===== config.mk =====
export PLATFORM = sky130hd
export DESIGN_NAME = sdram_port_arbiter
export DESIGN_NICKNAME = d
export VERILOG_FILES = /design/src/rtl/sdram_port_arbiter.sv
export SDC_FILE = /design/constraint.sdc
export NUM_CORES = 1
export LEC_CHECK = 0
export BUFFER_PORTS_ARGS = -buffer_cell sky130_fd_sc_hd__buf_2
export CORE_MARGIN = 2
export CORE_UTILIZATION = 40
export CTS_CLUSTER_SIZE = 16
export DETAILED_ROUTE_END_ITERATION = 6
export GPL_TIMING_DRIVEN = 0
export PLACE_DENSITY = 0.74
export SYNTH_ARGS = -nofsm -noshare
export SYNTH_HDL_FRONTEND = slang
export SYNTH_SLANG_ARGS = --single-unit

===== constraint.sdc =====
create_clock -name clk -period 2.1 [get_ports clk]
set_input_delay 0 -clock clk [delete_from_list [all_inputs] [get_ports clk]]
set_output_delay 0 -clock clk [all_outputs]
set_load 0.005 [all_outputs]

===== src/rtl/sdram_port_arbiter.sv =====
// Round-robin arbiter sharing one single-port SDRAM controller among
// NUM_PORTS requesters. Only one transaction is outstanding at a time.
// The command is held until the controller responds, then dropped.

// Per-port response strobes, registered so that every port output is a flop.
module sdram_port_arbiter_lane #(
  parameter int IDX = 0,
  parameter int PW  = 2
) (
  input  logic          clk,
  input  logic          reset_n,
  input  logic [PW-1:0] gnt_d,
  input  logic          accept_en,
  input  logic          wdone_en,
  input  logic          rvalid_en,
  output logic          accept,
  output logic          write_done,
  output logic          read_valid
);
  logic hit;
  assign hit = (gnt_d == PW'(IDX));

  // a strobe reaches this port only when the port owns the transaction
  always_ff @(posedge clk or negedge reset_n) begin
    if (!reset_n) begin
      accept     <= 1'b0;
      write_done <= 1'b0;
      read_valid <= 1'b0;
    end else begin
      accept     <= hit & accept_en;
      write_done <= hit & wdone_en;
      read_valid <= hit & rvalid_en;
    end
  end
endmodule

module sdram_port_arbiter #(
  parameter int NUM_PORTS         = 4,
  parameter int ADDR_WIDTH        = 22,
  parameter int READ_BURST_LENGTH = 1,
  parameter int RESET_HOLDOFF     = 64
) (
  input  logic                            clk,
  input  logic                            reset_n,
  input  logic [NUM_PORTS-1:0]            port_req,
  input  logic [NUM_PORTS-1:0]            port_write,
  input  logic [NUM_PORTS*ADDR_WIDTH-1:0] port_address,
  input  logic [NUM_PORTS*16-1:0]         port_wdata,
  output logic [NUM_PORTS-1:0]            port_accept,
  output logic [NUM_PORTS-1:0]            port_write_done,
  output logic [NUM_PORTS-1:0]            port_read_valid,
  output logic [15:0]                     port_read_data,
  output logic [1:0]                      ctrl_command,
  output logic [ADDR_WIDTH-1:0]           ctrl_address,
  output logic [15:0]                     ctrl_write_data,
  input  logic [15:0]                     ctrl_read_data,
  input  logic                            ctrl_read_valid,
  input  logic                            ctrl_write_done
);
  localparam int PW = (NUM_PORTS > 1) ? $clog2(NUM_PORTS) : 1;
  localparam int HW = $clog2(RESET_HOLDOFF + 2);
  localparam int BW = $clog2(READ_BURST_LENGTH + 2);

  typedef enum logic [1:0] {S_HOLDOFF, S_IDLE, S_ISSUE, S_READ_BURST} state_t;

  state_t          state, state_d;
  logic [HW-1:0]   cnt, cnt_d;
  logic [PW-1:0]   rr, rr_d, gnt, gnt_d, sel;
  logic            is_wr, is_wr_d, req_any;
  logic [BW-1:0]   beats, beats_d;
  logic [1:0]      cmd_d;
  logic [ADDR_WIDTH-1:0] addr_d;
  logic [15:0]     wdata_d, rdata_d;
  logic            accept_en, wdone_en, rvalid_en;

  // first requester after the last grant, wrapping modulo NUM_PORTS
  always_comb begin
    int p;
    p       = 0;
    req_any = 1'b0;
    sel     = rr;
    for (int k = 1; k <= NUM_PORTS; k++) begin
      p = int'(rr) + k;
      if (p >= NUM_PORTS) p = p - NUM_PORTS;
      if (!req_any && port_req[p]) begin
        req_any = 1'b1;
        sel     = PW'(p);
      end
    end
  end

  // next state and next register values for every output
  always_comb begin
    state_d   = state;
    cnt_d     = cnt;
    rr_d      = rr;
    gnt_d     = gnt;
    is_wr_d   = is_wr;
    beats_d   = beats;
    cmd_d     = ctrl_command;
    addr_d    = ctrl_address;
    wdata_d   = ctrl_write_data;
    rdata_d   = port_read_data;
    accept_en = 1'b0;
    wdone_en  = 1'b0;
    rvalid_en = 1'b0;
    case (state)
      S_HOLDOFF: begin
        // controller has no reset; let whatever it had in flight drain
        cmd_d = 2'd0;
        if (cnt == '0) state_d = S_IDLE;
        else           cnt_d   = cnt - 1'b1;
      end
      S_IDLE: begin
        cmd_d = 2'd0;
        if (req_any) begin
          gnt_d     = sel;
          rr_d      = sel;
          is_wr_d   = port_write[sel];
          addr_d    = port_address[int'(sel)*ADDR_WIDTH +: ADDR_WIDTH];
          wdata_d   = port_wdata[int'(sel)*16 +: 16];
          cmd_d     = port_write[sel] ? 2'd1 : 2'd2;
          accept_en = 1'b1;
          state_d   = S_ISSUE;
        end
      end
      S_ISSUE: begin
        // hold the command until the controller answers, however long
        if (is_wr) begin
          if (ctrl_write_done) begin
            cmd_d    = 2'd0;
            wdone_en = 1'b1;
            state_d  = S_IDLE;
          end
        end else if (ctrl_read_valid) begin
          cmd_d     = 2'd0;
          rdata_d   = ctrl_read_data;
          rvalid_en = 1'b1;
          if (READ_BURST_LENGTH == 1) begin
            state_d = S_IDLE;
          end else begin
            beats_d = BW'(READ_BURST_LENGTH - 1);
            state_d = S_READ_BURST;
          end
        end
      end
      S_READ_BURST: begin
        // beat count is the only exit; gaps in valid just wait
        if (ctrl_read_valid) begin
          rdata_d   = ctrl_read_data;
          rvalid_en = 1'b1;
          beats_d   = beats - 1'b1;
          if (beats == BW'(1)) state_d = S_IDLE;
        end
      end
      default: state_d = S_HOLDOFF;
    endcase
  end

  // state and output registers
  always_ff @(posedge clk or negedge reset_n) begin
    if (!reset_n) begin
      state           <= S_HOLDOFF;
      cnt             <= HW'(RESET_HOLDOFF);
      rr              <= PW'(NUM_PORTS - 1);
      gnt             <= '0;
      is_wr           <= 1'b0;
      beats           <= '0;
      ctrl_command    <= 2'd0;
      ctrl_address    <= '0;
      ctrl_write_data <= '0;
      port_read_data  <= '0;
    end else begin
      state           <= state_d;
      cnt             <= cnt_d;
      rr              <= rr_d;
      gnt             <= gnt_d;
      is_wr           <= is_wr_d;
      beats           <= beats_d;
      ctrl_command    <= cmd_d;
      ctrl_address    <= addr_d;
      ctrl_write_data <= wdata_d;
      port_read_data  <= rdata_d;
    end
  end

  for (genvar i = 0; i < NUM_PORTS; i++) begin : g_lane
    sdram_port_arbiter_lane #(.IDX(i), .PW(PW)) u_lane (
      .clk        (clk),
      .reset_n    (reset_n),
      .gnt_d      (gnt_d),
      .accept_en  (accept_en),
      .wdone_en   (wdone_en),
      .rvalid_en  (rvalid_en),
      .accept     (port_accept[i]),
      .write_done (port_write_done[i]),
      .read_valid (port_read_valid[i])
    );
  end
endmodule


## Word-level counts from Yosys, hierarchy flattened

Cells that the tools add are included.

| storage, ports and cells | value |
|---|---|
| logic and storage cells | 141 |
| bits of input ports | 180 |
| output and inout bits | 68 |
| bits in registers | 84 |

| cells by class | value |
|---|---|
| order comparisons | 9 |
| $mul | 1 |
| shift-type cells | 2 |
| add/subtract/negate cells | 10 |
| mux-type cells | 53 |
| bitwise operators | 13 |
| eq/ne operators | 14 |
| reductions and logical operators | 17 |

Operators with widths:

| cell | number |
|---|---|
| 32-bit by 4-bit less-than comparator with 1-bit output (second input constant) | 4 |
| 32-bit two-way mux | 4 |
| 88-bit by 8-bit indexed part select with 22-bit output | 1 |
| 64-bit by 7-bit indexed part select with 16-bit output | 1 |
| 2-bit two-way mux | 18 |
| 16-bit two-way mux | 2 |
| 16-bit one-hot mux with 2 select lines | 1 |
| 1-bit two-way mux | 20 |
| 1-bit AND | 12 |
| 3-bit by 3-bit subtractor with 4-bit output (second input constant) | 3 |
| 1-bit binary-select mux with 2-bit select | 5 |
| 2-bit inequality test (second input constant) | 5 |
| 3-bit >= comparator (second input constant) | 3 |
| 2-bit equality test (second input constant) | 4 |
| 2-bit one-hot mux with 4 select lines | 1 |
| 2-bit AND reduction | 4 |
| 7-bit logical NOT | 1 |
| 7-bit by 1-bit subtractor with 7-bit output (second input constant) | 1 |
| 2-bit by 2-bit adder with 3-bit output (second input constant) | 2 |
| 2-bit by 1-bit equality test with 1-bit output (second input constant) | 3 |
| 2-bit by 4-bit multiplier with 6-bit output (second input constant) | 1 |
| 3-bit inequality test (second input constant) | 2 |
| 2-bit one-hot mux with 3 select lines | 1 |
| 6-bit AND reduction | 1 |
| 14 further kinds | 19 |

## Depth between registers and ports, before layout

Gate-level depths: netlist (run 1).

| depth | value |
|---|---|
| depth in word-level cells | 21 |
| depth in mapped cells | 8 |
| depth with buffers taken out | 7 |

## By module

A second synthesis (run 1) with hierarchy kept.

| unflattened totals | value |
|---|---|
| cells, all modules | 447 |
| area total of the unflattened synthesis | 4616.9 µm² |

By module, submodules not included:

| module | times used | area an instance (µm²) | sequential area each (µm²) | cells each |
|---|---|---|---|---|
| sdram_port_arbiter | 1 | 4222.8 | 1805.5 | 423 |
| sdram_port_arbiter_lane at g_lane[1].u_lane ... | 2 | 101.3 | 75.1 | 6 |
| sdram_port_arbiter_lane at g_lane[0].u_lane | 1 | 97.6 | 75.1 | 6 |
| sdram_port_arbiter_lane at g_lane[3].u_lane | 1 | 93.8 | 75.1 | 6 |

## Worst setup path after synthesis (run 1)

No wires, ideal clock.

| timing path | value |
|---|---|
| kind | register -> register |
| start point | register rr[0] |
| end point | register ctrl_write_data[2] |
| period minus slack after synthesis | 1.847 ns |
| buffers on the path | 2 |
| data required time | 1.966 ns |
| arrival | 1.713 ns |
| path slack | 0.253 ns |
| library setup time | 0.134 ns |
| stages on the path, launching flop included | 9 |
| cells stage by stage | dfstp_2 nor2b_1 a21o_1 a221oi_2 buf_4 buf_4 mux2i_1 a2bb2oi_1 o21ai_0 |

| between the ends | value |
|---|---|
| cells in the longest elaborated chain, start to end | 17 |
| elaborated cells on any way between the ends | 44 |
| those cells by class | 8 x add/sub; 4 x order compare; 1 x shift; 24 x mux; 7 x reduce/logical |

Ends and longest elaborated chain:

| item | RTL line | text |
|---|---|---|
| from (decl) | 68 | `logic [PW-1:0] rr, rr_d, gnt, gnt_d, sel;` |
| from (signal assigned) | 165 | `rr <= PW'(NUM_PORTS - 1);` |
| from (signal assigned) | 176 | `rr <= rr_d;` |
| 2-bit by 1-bit adder with 3-bit output | 83 | `p = int'(rr) + k;` |
| 3-bit by 3-bit subtractor with 4-bit output / 3-bit >= comparator (equally long branches) | 84 | `if (p >= NUM_PORTS) p = p - NUM_PORTS;` |
| 32-bit two-way mux | 84 |  |
| 1-bit binary-select mux with 2-bit select | 85 | `if (!req_any && port_req[p]) begin` |
| 1-bit two-way mux (not written as such) (2 in a row) | 85 |  |
| 1-bit two-way mux | 85 |  |
| 1-bit logical NOT | 85 |  |
| 1-bit logical AND | 85 |  |
| 1-bit two-way mux | 85 |  |
| 1-bit logical NOT | 85 |  |
| 1-bit logical AND | 85 |  |
| 1-bit two-way mux | 85 |  |
| 1-bit logical NOT | 85 |  |
| 1-bit logical AND | 85 |  |
| 2-bit two-way mux / 1-bit two-way mux (equally long branches) | 85 |  |
| 64-bit by 7-bit indexed part select with 16-bit output / 2-bit AND reduction (equally long branches) | - |  |
| to (signal assigned) | 182 | `ctrl_write_data <= wdata_d;` |
| to (decl) | 55 | `output logic [15:0] ctrl_write_data,` |

Several ways; a longest one is shown, not always the timed one. The select of a mux whose other input is x is not followed.
A chain may end at the register's enable or synchronous reset.

## Worst setup path after layout (run 1)

| timing path | value |
|---|---|
| start point | register rr[0] |
| end point | register ctrl_write_data[13] |

The elaborated chain is that of the path after synthesis.

==> metrics.md, run 1 <==
| Metric | Value |
|---|---|
| Status | finished, violations left |
| Violated checks | setup timing |
| Adder-Cell Fraction of Synth Area | 0.859% |
| Syn. warnings | 0 |
| Worst Skew | roughly 12 ps |
| Setup ws final | -112 ps |
| P&R area growth vs syn | 69.0% |
| Min-delay worst type | input pin to register |
| Post-placement cell area | slightly below 6000 um2 |
| Final Power | ~0.0087 W |
| Post-Syn Area | 4370 um2 |
| Most frequent cells in the layout | 250 x buf_2, 116 x dlygate4sd3_1, 81 x dfrtp_1 |
| Fillcell total | a little under 800 |
| Final Hold Fails | 0 |
| Final-report setup violation count | 4 |
| Ranking of synthesized cells by area | dfrtp_1 46%, mux2i_1 18%, a2bb2oi_1 7.6%, mux2_2 4.6%, buf_4 2.7% |
| Worst rel slew slack | between 60% and 70% |
| Largest net degree at the start of global routing | 44 |
| Period utilization | 105% |
| WHS | about 7.1 ps |
| Primary FF master, synth | dfrtp_1 |
| Post-synthesis mux area share | 22.7% |
| GPL Wtd Cong | 0.764 |
| Clock Latency Late Sink | around 370 ps |
| XOR/XNOR Fraction of Synth Area | between 1 and 1.5% |
| CORE AREA | 10700 um2 |
| Mean Syn Cell Area | 11.7 um2 |
| Die area | ~12000 um2 |
| Vias in the first global route | approximately 4900 |
| Detailed Place HPWL | 9.58 mm |
| Maximum operating frequency | approximately 450 MHz |
| DRC Markers | 0 |
| Clk buf depth | 2 |
| Sequential cell area fraction in the yosys report | about half |
| Gr usage total | a little over a quarter |
| Max Cap Viol | 0 |
| First-pass GRT wire length | between 20 and 25 mm |
| Initial drt markers | 240 |
| Area occupied by registers | 2110 um2 |
| Asr flop ratio synth | 100% |
| I/O Buffers | between 200 and 250 |
| Pins Over Slew Limit | 0 |
| Worst-path maximum fanout | 10 |
| Largest family of logic cells by synthesized area | multiplexers |
| Hold Path Depth | 4 |
| DR vias | 4644 |
| Row Count | 38 |
| Routed vias/inst | approximately 5.2 |
| Commonest non-fill, non-tap cell in the layout | buf_2 |
| Worst-path clk slew | approximately 100 ps |
| Htree depth | 3 |
| Synth Register Bits | 84 |
| IO Pins | 248 |
| Post-synth cell types | 39 |
| Horiz. Die Dim | 109 um |
| First-pass iteration count of the detailed router | 4 |
| Simple-gate share of the synthesized area | around 4.2% |
| Post-Syn Nets | around 560 |
| Die Height | about 110 um |
| Ant diodes | 0 |
| Antenna violations before repair | 0 |
| Drt wl/cell | around 18 um |
| Critical Path RT | roughly 2300 ps |
| ANT nets after route | 0 |
| Yosys top cell by area | dfrtp_1 |
| Synth Instances | around 370 |
| Fraction of layout cells with a size suffix above 1 | between 40% and 50% |
| Nets | about 930 |
| Area occupied by multi-input gates | about 2100 um2 |
| Synth top area share | between 40 and 50% |
| Max IR drop VDD | 0.614 mV |
| Data arrival, critical path | around 2400 ps |
| Endpoint type of the worst setup path | register |
| Worst Reg2Reg Path Length in Cells | 8 |
| Period minus WS final | ~2200 ps |
| Finished Layout Cells | between 800 and 900 |
| CTS tree | built |
| Post-Place Cells | about 760 |
| Synth Area in Compound Gates | 15.6% |
| Total CTS buffers | 9 |
| Overflow after GRT | 0 |
| Post-synth EDFFs | 0 |
| Worst Max-Slew Pin Slew | 589 ps |
| WL final | about 16 mm |
| Power per Cell Area | 1180 nW/um2 |
| CTS Sinks | 84 |
| Final instance area | ~7400 um2 |
| Final core utilization | between 60 and 70% |
| Crit path kind | register to register |
| CTS root buffer | clkbuf_8 |
| Initial Util | 40.7% |
| Startpoint Class | register |
| P_leak | about 3.8 nW |
| RSZ-0062 raised after global routing | true |
cell type report:
class / count / area share, %
plain buffers: 37 / 4.39
clock buffers: 9 / 1.68
clock inverters: 7 / 1.12
inverters: 11 / 0.593
multi-input cells: 241 / 28.2
flip-flops and latches: 84 / 28.5
well taps: 140 / 2.37
repair buffers: 367 / 33.1
power by group:
| part | switching [W] | internal (W) | leakage [nW] | total (W) |
|---|---|---|---|---|
| sequential | 0.000428 | 0.00231 | 1.04 | 0.00274 |
| clock | 0.000662 | 0.000568 | 0.0984 | 0.00123 |
| combinational | 0.00225 | 0.00248 | 2.68 | 0.00473 |
| total | 0.00334 | 0.00536 | 3.82 | 0.00870 |
critical path, stage by stage (launching register included):
cell       delay (ps)
dfstp_2           600
nor2b_2            60
a21o_1            160
a221oi_2          230
buf_6             220
buf_12            180
mux2i_1           260
a2bb2oi_1         240
o21ai_1           100
synthesized netlist by cell type, types with 4 or more instances:
master / count
a2bb2oi_1: 38
and3_1: 5
buf_2: 4
buf_4: 16
buf_6: 7
clkbuf_1: 6
dfrtp_1: 81
inv_1: 8
mux2_2: 18
mux2i_1: 79
nand2_1: 9
nor2_1: 9
nor3_1: 5
o21ai_0: 23
o21ai_1: 23
xnor2_1: 4
logic make-up after synthesis:
logic type	count (synthesis)
AND/OR/NAND/NOR	38
multiplexers	97
adder cells (fa/ha/maj)	3
XOR/XNOR	7
flip-flops	84
AO/OA/AOI/OAI	96
buffers and inverters	48
metal layers:
layer	global-route usage, %	wire, um	vias to the layer above
met4	14.4	787	0
met1	28.1	5990	2235
met5	0	0	-
met2	48.9	8650	230
li1	-	-	2108
met3	3.80	858	71
sequential cells by signal, summed over array words and instances, names as in the netlist, 4 cells and up:
signal,count
ctrl_write_data,16
g_lane.u_lane.write_done,4
port_read_data,16
g_lane.u_lane.accept,4
ctrl_address,22
cnt,7
g_lane.u_lane.read_valid,4
stage by stage:
stage	worst slack, ps	TNS [ps]
floorplan	253	0
global placement	-108	-289
detailed placement	-135	-853
CTS	-1.57	-1.57
global route	-176	-1720
finish	-112	-154
what timing repair did:
item | 4_1_cts | 5_1_grt
pin swaps | 0 | 3
hold buffers | 115 | 1
hold endpoints to repair | 97 | 1
endpoints found under the setup margin | 28 | 42
gates resized for setup | 17 | 41
buffers inserted | 1 | 2
worst paths after layout:
path	from	slack, ps	end
worst max-delay path	rr[0]$_DFFE_PN1P_	-110	ctrl_write_data[13]$_DFFE_PN0P_
worst min-delay path	port_address[36]	7	ctrl_address[14]$_DFFE_PN0P_
worst max register to register	rr[0]$_DFFE_PN1P_	-110	ctrl_write_data[13]$_DFFE_PN0P_
worst min register to register	cnt[0]$_DFFE_PN0P_	480	cnt[0]$_DFFE_PN0P_
max in group asynchronous	reset_n	1270	cnt[6]$_DFFE_PN1P_
min in group asynchronous	reset_n	170	port_read_data[9]$_DFFE_PN0P_
(Power assumes the default switching activity.)
==> run 2: changes to the inputs <==
--- a/config.mk
+++ b/config.mk
@@ -12,6 +12,7 @@
 export DETAILED_ROUTE_END_ITERATION = 6
 export GPL_TIMING_DRIVEN = 0
 export PLACE_DENSITY = 0.74
+export REMOVE_ABC_BUFFERS = 1
 export SYNTH_ARGS = -nofsm -noshare
 export SYNTH_HDL_FRONTEND = slang
 export SYNTH_SLANG_ARGS = --single-unit
==> run 2 against run 1 <==
The run still ends with setup timing left. Global-route usage increased by 1.8 points. Design area increased by 2.1%. Worst hold slack improved by 8.3 ps. Fmax about the same. Core utilization increased by 1.5 points. Sequential power about the same. Clock power about the same. Sequential cell count unchanged. Sequential share of layout area decreased by 0.60 points. Critical endpoint is now ctrl_address[9]$_DFFE_PN0P_. Largest power group unchanged. Highest routed layer unchanged.
==> metrics.md, run 2 (synthesized netlist as in run 1, its figures left out) <==
| Metric | Value |
|---|---|
| Worst path cell trace | nor2b_4, a21o_1, a221oi_4, buf_6, buf_16, buf_12, mux2i_2, a2bb2oi_2, o21ai_1 |
| Worst Skew | 17.6 ps (+5.52 ps) |
| Total CTS buffers | 9 (unchanged) |
| Met1 Track Usage GR | 29.7% (+1.6 points) |
| Die Height | 109 um (unchanged) |
| Worst-path clk slew | 90 ps (about the same) |
| Critical Path Max Stage Delay | 590 ps (about the same) |
| Global Route met2 Usage | 51.7% (+2.8 points) |
| Commonest non-fill, non-tap cell in the layout | buf_2 |
| WL final | 17.4 mm (+7.0%) |
| Switching Fraction | 38.1% (-0.20 points) |
| Drt wl/cell | 19.3 um (+6.4%) |
| Largest net degree at the start of global routing | 46 (+4.5%) |
| Most crowded layer after global routing | met2 |
| Initial Util | 40.7% (unchanged) |
| Initial drt markers | 251 (+4.6%) |
| Largest registers | ctrl_address x22, ctrl_write_data x16, port_read_data x16 |
| Most frequent cells in the layout | 246 x buf_2, 119 x dlygate4sd3_1, 81 x dfrtp_1 |
| Switching Power | 0.00353 W (+5.8%) |
| R2R Setup Slk | -110 ps (about the same) |
| Logic pwr share | 57.2% (+2.8 points) |
| Overflow after GRT | 0 (unchanged) |
| I/O Buffers | 247 (unchanged) |
| CTS tree | built |
| Min-delay worst type | input pin to register |
| Final core utilization | 70.2% (+1.5 points) |
| DR vias | 4767 (+2.6%) |
| Final Hold Fails | 0 (unchanged) |
| Setup ws final | -112 ps (+0.717 ps) |
| Gr usage total | 27.9% (+1.8 points) |
| Pins Over Slew Limit | 0 (unchanged) |
| Horiz. Die Dim | 109 um (unchanged) |
| Routed vias/inst | 5.29 (+2.1%) |
| WHS | 15.4 ps (+8.29 ps) |
| Period utilization | 105% (about the same) |
| Violated checks | setup timing |
| RSZ-0062 raised after global routing | true |
| GPL Wtd Cong | 0.790 (+3.3%) |
| IO Pins | 248 (unchanged) |
| Crit path max-delay cell type | dfstp_2 |
| Reg with most FFs | ctrl_address |
| Clock network fraction of total power | 13.1% (-1.0 points) |
| Worst rel slew slack | 30.1% (-31 points) |
| Power per Cell Area | 1230 nW/um2 (+4.1%) |
| Endpoint type of the worst setup path | register |
| Critical Path RT | 2310 ps (-20 ps) |
| CTS Sinks | 84 (unchanged) |
| Die area | 11800 um2 (unchanged) |
| Maximum operating frequency | 452 MHz (about the same) |
| Htree depth | 3 (unchanged) |
| Hold Path Depth | 4 (unchanged) |
| Final-report setup violation count | 23 (+19) |
| Worst Max-Slew Pin Slew | 1050 ps (+459 ps) |
| First-pass iteration count of the detailed router | 4 (unchanged) |
| Max reg flops | 22 (unchanged) |
| Data arrival, critical path | 2420 ps (-20 ps) |
| CORE AREA | 10700 um2 (unchanged) |
| ANT nets after route | 0 (unchanged) |
| Clock Latency Late Sink | 360 ps (about the same) |
| Part of the power in registers | 29.7% (-1.8 points) |
| CTS root buffer | clkbuf_8 |
| Period minus WS final | 2210 ps (-0.717 ps) |
| Clk buf depth | 2 (unchanged) |
| Crit path kind | register to register |
| Startpoint Class | register |
| Worst-path maximum fanout | 7 (-3) |
| Crit path max-delay family | compound AO/OA/AOI/OAI gates |
| Detailed Place HPWL | 8.88 mm (-7.2%) |
| Max Cap Viol | 0 (unchanged) |
| P&R area growth vs syn | 72.6% |
| Vias in the first global route | 5214 (+6.2%) |
| P_leak | 3.88 nW (+1.6%) |
| Status | finished, violations left |
| Grt met3 use | 7.23% (+3.4 points) |
| Worst Reg2Reg Path Length in Cells | 9 (+1) |
| Cell count along the critical path | 9 (+1) |
| Max IR drop VDD | 0.722 mV (+17%) |
| First-pass GRT wire length | 25.3 mm (+7.9%) |
| Antenna violations before repair | 0 (unchanged) |
| Internal power | 0.00572 W (+6.7%) |
| CP bufs+invs | 3 (+1) |
| Row Count | 38 (unchanged) |
| Fraction of layout cells with a size suffix above 1 | 47.0% (+1.1 points) |
| DRC Markers | 0 (unchanged) |
| Nets | 938 (+0.43%) |
run 2: cell count changes in the layout (fill, tap and decap cells not counted), sizes merged:
cell | before | now
buf | 280 | 287
or2 | 1 | 3
inv | 14 | 13
dlygate4sd3 | 116 | 119
clkbuf | 17 | 10
diode | 0 | 1
run 2: worst paths after layout:
| kind | from | endpoint |
|---|---|---|
| max | rr[0]$_DFFE_PN1P_ | ctrl_address[9]$_DFFE_PN0P_ |
| min | port_address[24] | ctrl_address[2]$_DFFE_PN0P_ |
| max reg2reg | rr[0]$_DFFE_PN1P_ | ctrl_address[9]$_DFFE_PN0P_ |
| min reg2reg | cnt[0]$_DFFE_PN0P_ | cnt[0]$_DFFE_PN0P_ |
| max in group asynchronous | reset_n | cnt[6]$_DFFE_PN1P_ |
| min in group asynchronous | reset_n | g_lane[1].u_lane.read_valid$_DFF_PN0_ |
run 2: what timing repair did:
action,CTS,global route
setup endpoints to repair,55,49
hold buffers,119,0
hold endpoints to repair,99,0
setup buffers,24,11
pin swaps,1,9
gates resized for setup,28,29
gates cloned,3,1
run 2: cell type report:
class,count,area [um2]
diodes,1,2.50
clock buffers,10,128
clock inverters,6,71.3
fillers,778,3200
inverters,11,43.8
multi-input cells,243,2120
flip-flops and latches,84,2110
well taps,140,175
repair buffers,406,2890
run 2: worst min-delay path: cells and delay by family:
kind,cells,cell delay (ps)
AO/OA/AOI/OAI,2,210
buffers and inverters,1,70
multiplexers,1,50
run 2: routing by layer:
metal  routed length (um)  up-vias  share of wire (%)
met5                    0        -                  0
met4                  594        0                3.4
met3                 1120       58                6.4
met2                 9550      253                 55
met1                 6160     2346                 35
li1                     -     2110                  -
run 2: power by group through the flow:
stage	Combinational, W	Sequential, W	Clock [W]
5_1_grt	0.00562	0.00282	0.00130
3_3_place_gp	0.00325	0.00269	0
3_5_place_dp	0.00388	0.00273	0
4_1_cts	0.00482	0.00271	0.00123
2_1_floorplan	0.00213	0.00274	0
6_report	0.00529	0.00275	0.00121
run 2: through the flow:
step / TNS (ps) / cells / power (W) / worst slack, ps / area [um2]
floorplan: -241990 / 336 / 0.00487 / -4580 / 4110
global placement: -313210 / 723 / 0.00594 / -5890 / 5520
detailed placement: -27730 / 729 / 0.00661 / -722 / 5640
CTS: -1310 / 891 / 0.00876 / -96.7 / 7380
global route: -3640 / 900 / 0.00974 / -162 / 7540
finish: -679 / 901 / 0.00925 / -112 / 7540
==> run 3: changes to the inputs <==
--- a/config.mk
+++ b/config.mk
@@ -5,13 +5,14 @@
 export SDC_FILE = /design/constraint.sdc
 export NUM_CORES = 1
 export LEC_CHECK = 0
+export ABC_AREA = 1
 export BUFFER_PORTS_ARGS = -buffer_cell sky130_fd_sc_hd__buf_2
 export CORE_MARGIN = 2
 export CORE_UTILIZATION = 40
 export CTS_CLUSTER_SIZE = 16
 export DETAILED_ROUTE_END_ITERATION = 6
 export GPL_TIMING_DRIVEN = 0
-export PLACE_DENSITY = 0.74
+export PLACE_DENSITY = 0.71
 export REMOVE_ABC_BUFFERS = 1
 export SYNTH_ARGS = -nofsm -noshare
 export SYNTH_HDL_FRONTEND = slang
==> run 3 against run 2 <==
The run still ends with setup timing left. Synthesized area rose by 15%. First-iteration DRC count rose to 2.6 times the previous value. Non-clock buffer count fell by 64. Synthesized cell count rose by 79%. Worst hold slack got worse by 8.1 ps. Critical endpoint is now ctrl_address[21]$_DFFE_PN0P_. Largest cell class is now multi-input gates. Final cell count rose by 28%. Sequential share of layout area fell by 3.5 points. Via count rose by 35%. Design area rose by 14%. Setup slack got worse by 120 ps.
==> metrics.md, run 3 <==
| Metric | Value |
|---|---|
| Crit path kind | register to register |
| Max Cap Viol | 0 (unchanged) |
| Crit path max-delay cell type | dfstp_4 |
| Worst Hold Launch | port_wdata[52] |
| Status | finished, violations left |
| P&R area growth vs syn | 71.6% |
| Yosys top cell by area | dfrtp_1 |
| Largest registers | ctrl_address x22, ctrl_write_data x16, port_read_data x16 |
| Synth top area share | 40.3% (-6.1 points) |
| Final core utilization | 70.9% (+0.73 points) |
| Worst Max-Slew Pin Slew | 1000 ps (-45.7 ps) |
| Vias in the first global route | 6137 (+18%) |
| Worst-path clk slew | 60 ps (-30 ps) |
| Pins Over Slew Limit | 0 (unchanged) |
| IO Pins | 248 (unchanged) |
| Asr flop ratio synth | 100% (unchanged) |
| Die Height | 116 um (+7.0%) |
| Sequential cell area fraction in the yosys report | 41.9% (-6.3 points) |
| Period minus WS final | 2330 ps (+117 ps) |
| Post-synth EDFFs | 0 (unchanged) |
| Endpoint type of the worst setup path | register |
| Worst Skew | 8.99 ps (-8.60 ps) |
| Antenna violations before repair | 0 (unchanged) |
| Place WS | -1630 ps (-913 ps) |
| Worst-path maximum fanout | 5 (-2) |
| Post-Syn Area | 5020 um2 (+15%) |
| Most common library cells after synthesis | 254 x nand3_1, 168 x nand2_1, 81 x dfrtp_1, 30 x buf_2, 19 x buf_4 |
| Htree depth | 3 (unchanged) |
| Drt wl/cell | 21.1 um (+9.3%) |
| Reg2reg start | rr[0]$_DFFE_PN1P_ |
| Max reg flops | 22 (unchanged) |
| Reg with most FFs | ctrl_address |
| Nets | 1167 (+24%) |
| GPL Wtd Cong | 0.845 (+7.0%) |
| Total CTS buffers | 9 (unchanged) |
| ANT nets after route | 0 (unchanged) |
| Post-Place Cells | 1024 (+40%) |
| Commonest non-fill, non-tap cell in the layout | buf_2 |
| First-pass iteration count of the detailed router | 5 (+1) |
| DR vias | 6435 (+35%) |
| Gr usage total | 34.5% (+6.6 points) |
| Horiz. Die Dim | 116 um (+7.0%) |
| Largest net degree at the start of global routing | 51 (+11%) |
| DRC Markers | 0 (unchanged) |
| Primary FF master, synth | dfrtp_1 |
| R2R Setup Slk | -230 ps (-120 ps) |
| I/O Buffers | 247 (unchanged) |
| Synth Register Bits | 84 (unchanged) |
| Finished Layout Cells | 1157 (+28%) |
| Routed vias/inst | 5.56 (+5.1%) |
| Fillcell total | 938 (+21%) |
| Detailed Place HPWL | 10.0 mm (+13%) |
| Initial Util | 41.3% (+0.66 points) |
| Fraction of layout cells with a size suffix above 1 | 47.8% (+0.85 points) |
| Ranking of synthesized cells by area | dfrtp_1 40%, nand3_1 25%, nand2_1 13%, mux2_2 3.6%, buf_2 3.0% |
| Syn. warnings | 0 (unchanged) |
| Startpoint Class | register |
| Most frequent cells in the layout | 246 x buf_2, 218 x nand3_1, 125 x nand2_1 |
| Ant diodes | 0 (-1) |
| Critical Path Max Stage Delay | 700 ps (+110 ps) |
| Critical Path RT | 2320 ps (about the same) |
| CTS root buffer | clkbuf_16 |
| Die area | 13500 um2 (+14%) |
| Clk buf depth | 2 (unchanged) |
| Data arrival, critical path | 2550 ps (+130 ps) |
| Final Hold Fails | 0 (unchanged) |
| CORE AREA | 12200 um2 (+13%) |
| Setup ws final | -229 ps (-117 ps) |
| Post-synth cell types | 25 (-36%) |
| Worst path cell trace | buf_6, nand2_4, nand2_4, nand2_4, nand2_8, inv_8, buf_12, nand3_4, buf_12, buf_12, nand2_8, nand2_2, nand3_1, nand3_1, nand2_1 |
| Mean Syn Cell Area | 7.53 um2 (-36%) |
| Violated checks | setup timing |
| Synth Instances | 667 (+79%) |
| Clock Latency Late Sink | 340 ps (-20 ps) |
| CTS Sinks | 84 (unchanged) |
| Overflow after GRT | 0 (unchanged) |
| Most frequent cell after synthesis | nand3_1 |
| Row Count | 40 (+5.3%) |
| WL final | 24.5 mm (+40%) |
| Maximum operating frequency | 429 MHz (-5.0%) |
| Final-report setup violation count | 55 (+140%) |
| RSZ-0062 raised after global routing | true |
| CTS tree | built |
| Period utilization | 111% (+5.6 points) |
| CP startpoint | rr[0]$_DFFE_PN1P_ |
| Crit path max-delay family | simple AND/OR/NAND/NOR gates |
| Min-delay worst type | input pin to register |
| Worst rel slew slack | 32.9% (+2.8 points) |
| CP bufs+invs | 5 (+2) |
| Initial drt markers | 656 (+160%) |
| First-pass GRT wire length | 34.4 mm (+36%) |
==> run 3: logic make-up (layout without fill, tap and decap cells) <==
group                    after synthesis  count (layout)  synth area share [%]
AO/OA/AOI/OAI                          9               9                  1.17
flip-flops                            84              84                  41.9
AND/OR/NAND/NOR                      464             487                  42.3
XOR/XNOR                               7               7                  1.22
adder cells (fa/ha/maj)                3               3                 0.747
multiplexers                          16              16                  3.59
buffers and inverters                 84             383                  9.09
==> run 3: layout make-up <==
class	count	area (um2)	share of cell area (%)
repair buffers	342	2410	27.9
repair inverters	2	20.0	0.232
well taps	168	210	2.44
clock buffers	9	225	2.61
multi-input cells	522	3460	40.1
inverters	23	130	1.51
flip-flops and latches	84	2110	24.5
clock inverters	7	60.1	0.696
==> run 3: worst register-to-register path, stage by stage (launching register included) <==
cell	delay, ps
dfstp_4	700
buf_6	150
nand2_4	60
nand2_4	80
nand2_4	80
nand2_8	100
inv_8	50
buf_12	120
nand3_4	120
buf_12	150
buf_12	160
nand2_8	100
nand2_2	70
nand3_1	70
nand3_1	110
nand2_1	90
==> run 3: path summary, 6_finish.rpt <==
| check | depth (start not counted) | end |
|---|---|---|
| min reg2reg | 1 | cnt[3]$_DFFE_PN0P_ |
| max in group asynchronous | 3 | cnt[6]$_DFFE_PN1P_ |
| min in group asynchronous | 2 | port_read_data[5]$_DFFE_PN0P_ |
| max reg2reg | 15 | ctrl_address[21]$_DFFE_PN0P_ |
| min | 5 | ctrl_write_data[4]$_DFFE_PN0P_ |
| max | 15 | ctrl_address[21]$_DFFE_PN0P_ |
==> run 3: per-layer routing <==
metal,share of wire [%],GRT usage [%],vias up
met5,0,0,-
met4,4.4,15.3,0
met3,7.8,7.06,94
met2,49,57.5,391
met1,39,43.5,3033
li1,-,-,2917
==> run 3: stage by stage <==
| step | cell area (um2) | TNS, ps | hold slack (ps) |
|---|---|---|---|
| floorplan | 4660 | -57690 | -296 |
| global placement | 6100 | -131550 | 232 |
| detailed placement | 6200 | -81510 | -12.0 |
| CTS | 8290 | -1530 | 0.0778 |
| global route | 8620 | -9790 | 30.6 |
| finish | 8620 | -7100 | 7.29 |
==> run 3: timing repair <==
| item | CTS | global route |
|---|---|---|
| gates cloned | 22 | 6 |
| hold endpoints to repair | 72 | 1 |
| pin swaps | 32 | 24 |
| setup buffers | 44 | 5 |
| gates resized for setup | 129 | 50 |
| hold buffers | 39 | 1 |
| endpoints found under the setup margin | 59 | 57 |
Power of run 3 is left out: the tool's default activity adds up to more than one toggle a clock period on the data nets, which glitch-free logic cannot reach.
